[config.mk]
export PLATFORM = sky130hd
export DESIGN_NAME = prt_scaler_lbf_wr
export DESIGN_NICKNAME = d
export VERILOG_FILES = /design/src/rtl/prt_scaler_lbf_wr.sv
export SDC_FILE = /design/constraint.sdc
export NUM_CORES = 1
export LEC_CHECK = 0
export BUFFER_PORTS_ARGS = -buffer_cell sky130_fd_sc_hd__buf_4
export CORE_UTILIZATION = 30
export CTS_BUF_LIST = sky130_fd_sc_hd__clkbuf_2
export CTS_CLUSTER_SIZE = 14
export DETAILED_ROUTE_END_ITERATION = 8
export GPL_TIMING_DRIVEN = 0
export SETUP_SLACK_MARGIN = 0.15
export SKIP_CTS_REPAIR_TIMING = 1
export SYNTH_ARGS = -nofsm -noshare
export SYNTH_HDL_FRONTEND = slang
export SYNTH_SLANG_ARGS = --single-unit
[constraint.sdc]
create_clock -name CLK_IN -period 3.3 [get_ports CLK_IN]
set_input_delay 0.33 -clock CLK_IN [delete_from_list [all_inputs] [get_ports CLK_IN]]
set_output_delay 0.33 -clock CLK_IN [all_outputs]
set_load 0.01 [all_outputs]
[src/rtl/prt_scaler_lbf_wr.sv]
// ---------------------------------------------------------------------------
// prt_scaler_lbf_wr
//
// Write-side controller for the scaler line buffer. It takes an upstream
// ready/valid pixel stream and does the following:
//   - aligns to start of frame;
//   - issues a one-cycle frame-start pulse that clears the buffer;
//   - moves whole lines into the buffer, and only when the buffer reports
//     room for one;
//   - enforces the programmed line length and line count;
//   - flags short and long lines in a sticky error register.
//
// Ports
//   CLK_IN         clock
//   RST_IN         asynchronous active-low reset
//   CTL_RUN_IN     run enable; low returns the controller to IDLE
//   CTL_HWRDS_IN   words per line, latched at frame start (0 treated as 1)
//   CTL_VLINES_IN  lines per frame, latched at frame start (0 treated as 1)
//   SRC_DAT_IN     source data word
//   SRC_VLD_IN     source valid
//   SRC_SOF_IN     start of frame (first word), qualified by valid
//   SRC_EOL_IN     end of line (last word), qualified by valid
//   SRC_RDY_OUT    source ready, combinational from state/run/SOF decode
//   LBF_RDY_IN     line buffer can take one full line
//   CTL_FS_OUT     frame-start pulse to the line buffer
//   VID_DAT_OUT    registered write data to the line buffer
//   VID_DE_OUT     registered write enable to the line buffer
//   STA_ERR_OUT    sticky errors: [0] short line, [1] long line
// ---------------------------------------------------------------------------
module prt_scaler_lbf_wr #(
    parameter int P_PPC     = 4,
    parameter int P_BPC     = 8,
    parameter int P_HWRDS_W = 12
) (
    input  logic                     CLK_IN,
    input  logic                     RST_IN,
    input  logic                     CTL_RUN_IN,
    input  logic [P_HWRDS_W-1:0]     CTL_HWRDS_IN,
    input  logic [P_HWRDS_W-1:0]     CTL_VLINES_IN,
    input  logic [P_PPC*P_BPC-1:0]   SRC_DAT_IN,
    input  logic                     SRC_VLD_IN,
    input  logic                     SRC_SOF_IN,
    input  logic                     SRC_EOL_IN,
    output logic                     SRC_RDY_OUT,
    input  logic                     LBF_RDY_IN,
    output logic                     CTL_FS_OUT,
    output logic [P_PPC*P_BPC-1:0]   VID_DAT_OUT,
    output logic                     VID_DE_OUT,
    output logic [1:0]               STA_ERR_OUT
);

    localparam int                   C_DW  = P_PPC * P_BPC;
    localparam logic [P_HWRDS_W-1:0] C_ONE = {{(P_HWRDS_W-1){1'b0}}, 1'b1};

    typedef enum logic [2:0] {
        ST_IDLE,
        ST_SOF_WAIT,
        ST_FS,
        ST_GUARD,
        ST_LINE_WAIT,
        ST_LINE,
        ST_DISCARD
    } state_t;

    state_t                 state_reg, state_next;
    logic [P_HWRDS_W-1:0]   wc_reg, wc_next;
    logic [P_HWRDS_W-1:0]   lc_reg, lc_next;
    logic [P_HWRDS_W-1:0]   hwrds_reg, hwrds_next;
    logic [P_HWRDS_W-1:0]   vlines_reg, vlines_next;
    logic                   guard_reg, guard_next;
    logic [1:0]             err_reg, err_next;
    logic [C_DW-1:0]        vid_dat_reg, vid_dat_next;
    logic                   vid_de_reg, vid_de_next;

    logic                   sof_hit;
    logic                   first_word;
    logic                   src_rdy;
    logic                   accept;
    logic [P_HWRDS_W-1:0]   wc_inc;
    logic [P_HWRDS_W-1:0]   lc_inc;
    logic                   last_word;
    state_t                 eol_state;

    // Ready decode. A valid SOF in SOF_WAIT, DISCARD or mid-LINE is left
    // pending: ready drops in the same cycle so the SOF word survives the
    // frame-start sequence and becomes the first word of the new frame.
    always_comb begin
        sof_hit    = SRC_VLD_IN & SRC_SOF_IN;
        first_word = (wc_reg == '0) && (lc_reg == '0);
        src_rdy    = 1'b0;
        case (state_reg)
            ST_SOF_WAIT: src_rdy = ~sof_hit;
            ST_LINE:     src_rdy = ~(sof_hit & ~first_word);
            ST_DISCARD:  src_rdy = ~sof_hit;
            default:     src_rdy = 1'b0;
        endcase
        src_rdy = src_rdy & CTL_RUN_IN;
        accept  = SRC_VLD_IN & src_rdy;
        wc_inc    = wc_reg + C_ONE;
        lc_inc    = lc_reg + C_ONE;
        last_word = (wc_inc == hwrds_reg);
        eol_state = (lc_inc == vlines_reg) ? ST_SOF_WAIT : ST_LINE_WAIT;
    end

    // Next-state and datapath
    always_comb begin
        state_next   = state_reg;
        wc_next      = wc_reg;
        lc_next      = lc_reg;
        hwrds_next   = hwrds_reg;
        vlines_next  = vlines_reg;
        guard_next   = guard_reg;
        err_next     = err_reg;
        vid_dat_next = vid_dat_reg;
        vid_de_next  = 1'b0;

        case (state_reg)
            ST_IDLE: begin
                state_next = ST_SOF_WAIT;
            end

            ST_SOF_WAIT: begin
                if (sof_hit) begin
                    state_next = ST_FS;
                end
            end

            ST_FS: begin
                hwrds_next  = (CTL_HWRDS_IN == '0) ? C_ONE : CTL_HWRDS_IN;
                vlines_next = (CTL_VLINES_IN == '0) ? C_ONE : CTL_VLINES_IN;
                wc_next     = '0;
                lc_next     = '0;
                err_next    = 2'b00;
                guard_next  = 1'b0;
                state_next  = ST_GUARD;
            end

            // Two idle cycles while the buffer's registered clear settles
            ST_GUARD: begin
                guard_next = 1'b1;
                if (guard_reg) begin
                    state_next = ST_LINE_WAIT;
                end
            end

            ST_LINE_WAIT: begin
                wc_next = '0;
                if (LBF_RDY_IN) begin
                    state_next = ST_LINE;
                end
            end

            ST_LINE: begin
                if (sof_hit && !first_word) begin
                    state_next = ST_FS;
                end else if (accept) begin
                    vid_de_next  = 1'b1;
                    vid_dat_next = SRC_DAT_IN;
                    if (SRC_EOL_IN) begin
                        if (!last_word) begin
                            err_next[0] = 1'b1;
                        end
                        wc_next    = '0;
                        lc_next    = lc_inc;
                        state_next = eol_state;
                    end else if (last_word) begin
                        // Line already full: keep the word, drop the rest
                        err_next[1] = 1'b1;
                        wc_next     = '0;
                        state_next  = ST_DISCARD;
                    end else begin
                        wc_next = wc_inc;
                    end
                end
            end

            ST_DISCARD: begin
                if (sof_hit) begin
                    state_next = ST_FS;
                end else if (accept && SRC_EOL_IN) begin
                    lc_next    = lc_inc;
                    state_next = eol_state;
                end
            end

            default: begin
                state_next = ST_IDLE;
            end
        endcase

        if (!CTL_RUN_IN) begin
            state_next = ST_IDLE;
        end
    end

    always_ff @(posedge CLK_IN or negedge RST_IN) begin
        if (!RST_IN) begin
            state_reg   <= ST_IDLE;
            wc_reg      <= '0;
            lc_reg      <= '0;
            hwrds_reg   <= '0;
            vlines_reg  <= '0;
            guard_reg   <= 1'b0;
            err_reg     <= 2'b00;
            vid_dat_reg <= '0;
            vid_de_reg  <= 1'b0;
        end else begin
            state_reg   <= state_next;
            wc_reg      <= wc_next;
            lc_reg      <= lc_next;
            hwrds_reg   <= hwrds_next;
            vlines_reg  <= vlines_next;
            guard_reg   <= guard_next;
            err_reg     <= err_next;
            vid_dat_reg <= vid_dat_next;
            vid_de_reg  <= vid_de_next;
        end
    end

    assign SRC_RDY_OUT = src_rdy;
    assign CTL_FS_OUT  = (state_reg == ST_FS);
    assign VID_DAT_OUT = vid_dat_reg;
    assign VID_DE_OUT  = vid_de_reg;
    assign STA_ERR_OUT = err_reg;

endmodule
==> flow_summary.yaml, run 1 <==
synth:
  synth_ff_type: "dfrtp_1"
  syn-cell-area_um2: 4987
  yosysMostFrequentCell: "nand2_1"
  synth_top_area_frac: 0.4365
  synthArstFlopShare: 1.000
  yosysWarnings: 0
  ys_seq_area_frac: 0.4365
  ys_ff_latch: 87
  synth_area_leader_cell: "dfrtp_1"
  netlist-cell-type-count: 63
  synth_edf_count: 0
  avgSynthCellArea_um2: 7.992
  synthTopCellsByCount: "nand2_1, dfrtp_1, nor2_1"
  synthCells: 624
  synthTopCellsByArea: "dfrtp_1, nand2_1, o21ai_0, nor2_1, xnor2_1"
  syn_nets: 691
clock_network:
  clkLatencyLatePin_ps: 600
  clk_path_buf_depth: 2
  cts_sinks: 87
  htree_num_levels: 3
  clk_pin_slew_worst_paths_ps: 240
  cts-root-buf: "clkbuf_2"
  cts_tree: "done"
  cts_buffers: 9
finish:
  final_util: 0.4259
  drive_gt1_frac: 0.1990
  layout.nets: 866
  largest_reg_flops: 32
  antenna_cells: 0
  area_delta_synth_final_pct: 37.13
worst_setup_path:
  critPathLaunchType: "register"
  path_class: "register to register"
  r2r_start: "wc_reg[0]$_DFFE_PN0P_"
  cp-end-kind: "register"
  worstPathMaxFanout: 5
  endpoint: "state_reg[1]$_DFFE_PN0P_"
  reg2reg_setup_slack_ps: 270
  ff2ff_path_depth: 10
  arrival_ps: 3550
  timing.rr.end: "state_reg[1]$_DFFE_PN0P_"
  crit_required_ps: 3810
  startpoint: "wc_reg[0]$_DFFE_PN0P_"
floorplan:
  dieHeight_um: 130.9
  die_w_um: 130.9
  num_rows: 46
  initial_core_util: 0.3106
  ios: 100
  core_um2: 16060
  die-area_um2: 17140
route:
  post_drt_wl_per_cell_um: 14.75
  drtAntennaViolNets: 0
  first_pass_iters: 5
  vias: 5096
  via_per_inst: 4.996
  wl_um: 15040
  drc: 0
  drt_iter0_drc: 386
timing:
  fin_worst_skew_ps: 41.03
  setup_viol: 0
  tightest_slew_ps: 1115
  max_freq_ghz: 0.3296
  finalHoldViolations: 0
  period_share: 0.9195
  relSlewSlack: 0.2564
  min_period_ps: 3034
  final_max_slew_viol_count: 0
  setup_tns_ps: 0
  rsz0062_at_grt: "true"
pwr:
  p_comb_frac: 0.368
  clkPwrFrac: 0.172
  sw_frac_of_total: 0.3889
  intPower_mw: 1.872
  power_leakage_nw: 3.299
  seqPwrFrac: 0.460
  ir_drop_uv: 291.7
  power_mw: 3.063
  p_per_area_nw_per_um2: 447.9
  net-switching-power_mw: 1.191
place:
  gp_congestion: 0.8521
  hpwl_um: 10130
  io_buffers: 99
flow_run:
  max_cap_violations: 0
min_path:
  worst_hold_path_type: "primary input to register"
global_routing:
  antenna_found_initial: 0
  grt_overflow: 0
  grtUsageTotal: 0.1708
  grt_pass1_vias: 4441
  grt_start_max_net_pins: 88
  grt_pass1_wl_um: 22750
outcome:
  status: "completed"
[through the flow]
step	cell area (um^2)	hold slack, ps	instances	setup slack [ps]
floorplan	4987	34.41	624	358.7
global placement	6001	461.6	939	13.54
detailed placement	6001	464.1	939	4.136
CTS	6103	-163.8	955	-17.59
global route	6839	90.09	1020	141.8
finish	6839	131.0	1020	265.7
[worst min path at each step]
stage | startpoint | endpoint | slack, ps | cells after the start
after floorplan | RST_IN | STA_ERR_OUT[0]$_DFFE_PN0P_ | 30 | 0
after global placement | VID_DAT_OUT[5]$_DFFE_PN0P_ | VID_DAT_OUT[5]$_DFFE_PN0P_ | 460 | 2
after detailed placement | VID_DAT_OUT[4]$_DFFE_PN0P_ | VID_DAT_OUT[4]$_DFFE_PN0P_ | 460 | 2
after CTS | SRC_DAT_IN[24] | VID_DAT_OUT[24]$_DFFE_PN0P_ | -160 | 3
after global routing | SRC_EOL_IN | wc_reg[10]$_DFFE_PN0P_ | 90 | 3
final | SRC_EOL_IN | wc_reg[10]$_DFFE_PN0P_ | 130 | 3
[logic make-up after synthesis]
group | Yosys count | synth area share
xor gates and xnor gates | 24 | 0.04215
AOI/OAI and AO/OA | 132 | 0.1724
buffers and inverters | 53 | 0.04315
adders and majority gates | 4 | 0.01004
and+or+nand+nor | 322 | 0.2915
muxes | 2 | 0.004265
DFF | 87 | 0.4365
[layout by cell type (no fill, tap or decap), drive strengths merged, types with 3 or more instances in the layout]
cell         count
a21o             5
a21oi           25
a22o             9
a31o             4
a31oi           10
and2             4
and3             8
buf            123
clkbuf          31
dfrtp           87
dlygate4sd3     58
ha               4
inv             18
nand2          192
nand2b          10
nand3           15
nand4           10
nor2            38
nor2b            4
nor3            11
nor3b            3
nor4            10
o211ai           8
o21ai           38
o22ai            3
o31ai           11
or4              6
xnor2           15
xor2             9
[power groups by stage]
stage / sequential [mW] / combinational [mW] / clock (mW)
finish: 1.41 / 1.13 / 0.526
global route: 1.44 / 1.26 / 0.591
CTS: 1.41 / 1.03 / 0.554
detailed placement: 1.43 / 1.03 / 0
global placement: 1.43 / 1.02 / 0
floorplan: 1.39 / 0.729 / 0
[cell type report]
type | count | area [um^2]
Fill cell | 1624 | 9219
Multi-Input combinational cell | 484 | 2688
Sequential cell | 87 | 2181
Timing Repair Buffer | 164 | 1376
Tap cell | 216 | 270.3
Buffer | 38 | 165.2
Inverter | 15 | 56.30
Clock inverter | 6 | 52.55
Clock buffer | 10 | 50.05
[per-layer routing]
metal	track usage	up-vias	part of all wire
li1	-	2506	-
met1	0.2423	2417	0.47
met5	0	-	0
met2	0.2549	153	0.46
met3	0.04072	20	0.055
met4	0.05477	0	0.015
[critical path: stages (launching register included)]
cell and delay, ps:
dfrtp_2 480, buf_4 130, buf_4 120, nand4_4 110, or4_1 470, nand2_1 90, o2111ai_1 110, or4_4 550
o32a_1 410, or3_1 350, a21oi_1 140
No activity file was read; power rests on OpenSTA's default activity.
==> inputs of run 2 (changes only) <==
CORE_UTILIZATION = 27   (was 30)
==> run 2 against run 1 <==
Clock skew shrank 7.6 ps. Routed wire length shrank 0.31%. Global-route usage shrank 1.5 points. Via count shrank 0.69%. Critical path type unchanged. Fmax grew 0.36%. Largest power group unchanged. Largest cell class unchanged. Sequential cell count is the same. Final area grew 0.37%. Clock power shrank 1%.
==> flow_summary.yaml, run 2 (synthesized netlist as in run 1, its figures left out) <==
outcome:
  status: "completed"
min_path:
  worst_hold_path_type: "primary input to register"
  whs_path_depth: 3
route:
  via_per_inst: 4.899
  drc: 0
  post_drt_wl_per_cell_um: 14.51
  wl_um: 14990
  drtAntennaViolNets: 0
  first_pass_iters: 5
  vias: 5061
  drt_iter0_drc: 307
floorplan:
  ios: 100
  die-area_um2: 19020
  initial_core_util: 0.2767
  dieHeight_um: 137.9
  num_rows: 49
  die_w_um: 137.9
  core_um2: 18020
timing:
  relSlewSlack: 0.2329
  layout_setup_ws_ps: 276.6
  period_share: 0.9162
  min_period_ps: 3023
  fin_worst_skew_ps: 33.47
  hold-worst-slack_ps: 37.88
  rsz0062_at_grt: "true"
  final_max_slew_viol_count: 0
  max_freq_ghz: 0.3308
  setup_viol: 0
  tightest_slew_ps: 1151
  finalHoldViolations: 0
  setup_tns_ps: 0
worst_setup_path:
  cp_slowest_cell: "or4_4"
  worst-path-stages: 10
  path_class: "register to register"
  cp-end-kind: "register"
  crit_required_ps: 3840
  path_buf_inv: 2
  arrival_ps: 3560
  ff2ff_path_depth: 10
  critPathTopFamily: "simple AND/OR/NAND/NOR gates"
  crit_chain: "buf_4 -> buf_4 -> nand4_4 -> or4_1 -> nand2_1 -> o2111ai_1 -> or4_4 -> o32a_1 -> or3_1 -> a21oi_2"
  worstPathMaxFanout: 4
  slowest_delay_ps: 540
  critPathLaunchType: "register"
  path_common_cell: "buf_4"
global_routing:
  grt_start_max_net_pins: 88
  antenna_found_initial: 0
  busiest_layer: "met2"
  grtUsageTotal: 0.1561
  grt_use_met2: 0.2333
  grtUsageMet1: 0.2211
  grt_overflow: 0
  grt_pass1_wl_um: 23200
  grt_util_met3: 0.03911
  grt_pass1_vias: 4501
clock_network:
  htree_num_levels: 3
  cts_buffers: 9
  clk_pin_slew_worst_paths_ps: 260
  clk_path_buf_depth: 2
  clkLatencyLatePin_ps: 600
  cts-root-buf: "clkbuf_2"
  cts_tree: "done"
  cts_sinks: 87
finish:
  drive_gt1_frac: 0.2052
  area_delta_synth_final_pct: 37.63
  layout.nets: 866
  stdcell_count: 1033
  largest_reg_flops: 32
  antenna_cells: 0
  layout.cells.most_common: "nand2_1"
  layout_common_cells: "nand2_1, buf_4, dfrtp_1"
place:
  dpl.cell_count: 952
  post-place-ws_ps: 9.285
  gp_congestion: 0.8492
  hpwl_um: 10330
  io_buffers: 99
pwr:
  ir_drop_uv: 264.7
  p_per_area_nw_per_um2: 448.6
  power_leakage_nw: 3.296
flow_run:
  max_cap_violations: 0
## run 2: worst paths after layout
path / startpoint / to / slack (ps)
worst max register to register: wc_reg[0]$_DFFE_PN0P_ / state_reg[1]$_DFFE_PN0P_ / 280
worst min-delay path: CTL_VLINES_IN[0] / vlines_reg[0]$_DFFE_PN0P_ / 40
worst min register to register: VID_DAT_OUT[6]$_DFFE_PN0P_ / VID_DAT_OUT[6]$_DFFE_PN0P_ / 510
min in group asynchronous: RST_IN / state_reg[1]$_DFFE_PN0P_ / 440
max in group asynchronous: RST_IN / wc_reg[6]$_DFFE_PN0P_ / 2020
worst max-delay path: wc_reg[0]$_DFFE_PN0P_ / state_reg[1]$_DFFE_PN0P_ / 280
## run 2: metal layers
metal | vias up | share of wire | routed length, um
met1 | 2392 | 0.47 | 7036
met2 | 151 | 0.47 | 6983
li1 | 2501 | - | -
met3 | 17 | 0.053 | 798
met5 | - | 0 | 0
met4 | 0 | 0.012 | 174
## run 2: tightest hold or removal path, delay by kind of cell
kind / cells / cell delay, ps
buffers and inverters: 1 / 80
AOI/OAI and AO/OA: 2 / 190
## run 2: layout make-up
class	count	area, um^2
clock buffers	9	45.04
inverters	15	56.30
multi-input cells	484	2694
plain buffers	38	171.4
fillers	1836	11160
well taps	229	286.5
clock inverters	7	55.05
flip-flops and latches	87	2182
repair buffers	164	1374
## run 2: where the power goes
part / internal (mW) / switching [mW]
clock: 0.107 / 0.414
combinational: 0.506 / 0.636
sequential: 1.25 / 0.166
## run 2: through the flow
| step | area [um^2] | util | total power [mW] |
|---|---|---|---|
| after CTS | 6117 | 0.3394 | 3.011 |
| after global placement | 6017 | 0.3338 | 2.458 |
| after global routing | 6864 | 0.3808 | 3.302 |
| final | 6864 | 0.3808 | 3.079 |
| after floorplan | 4987 | - | 2.123 |
| after detailed placement | 6017 | 0.3338 | 2.482 |
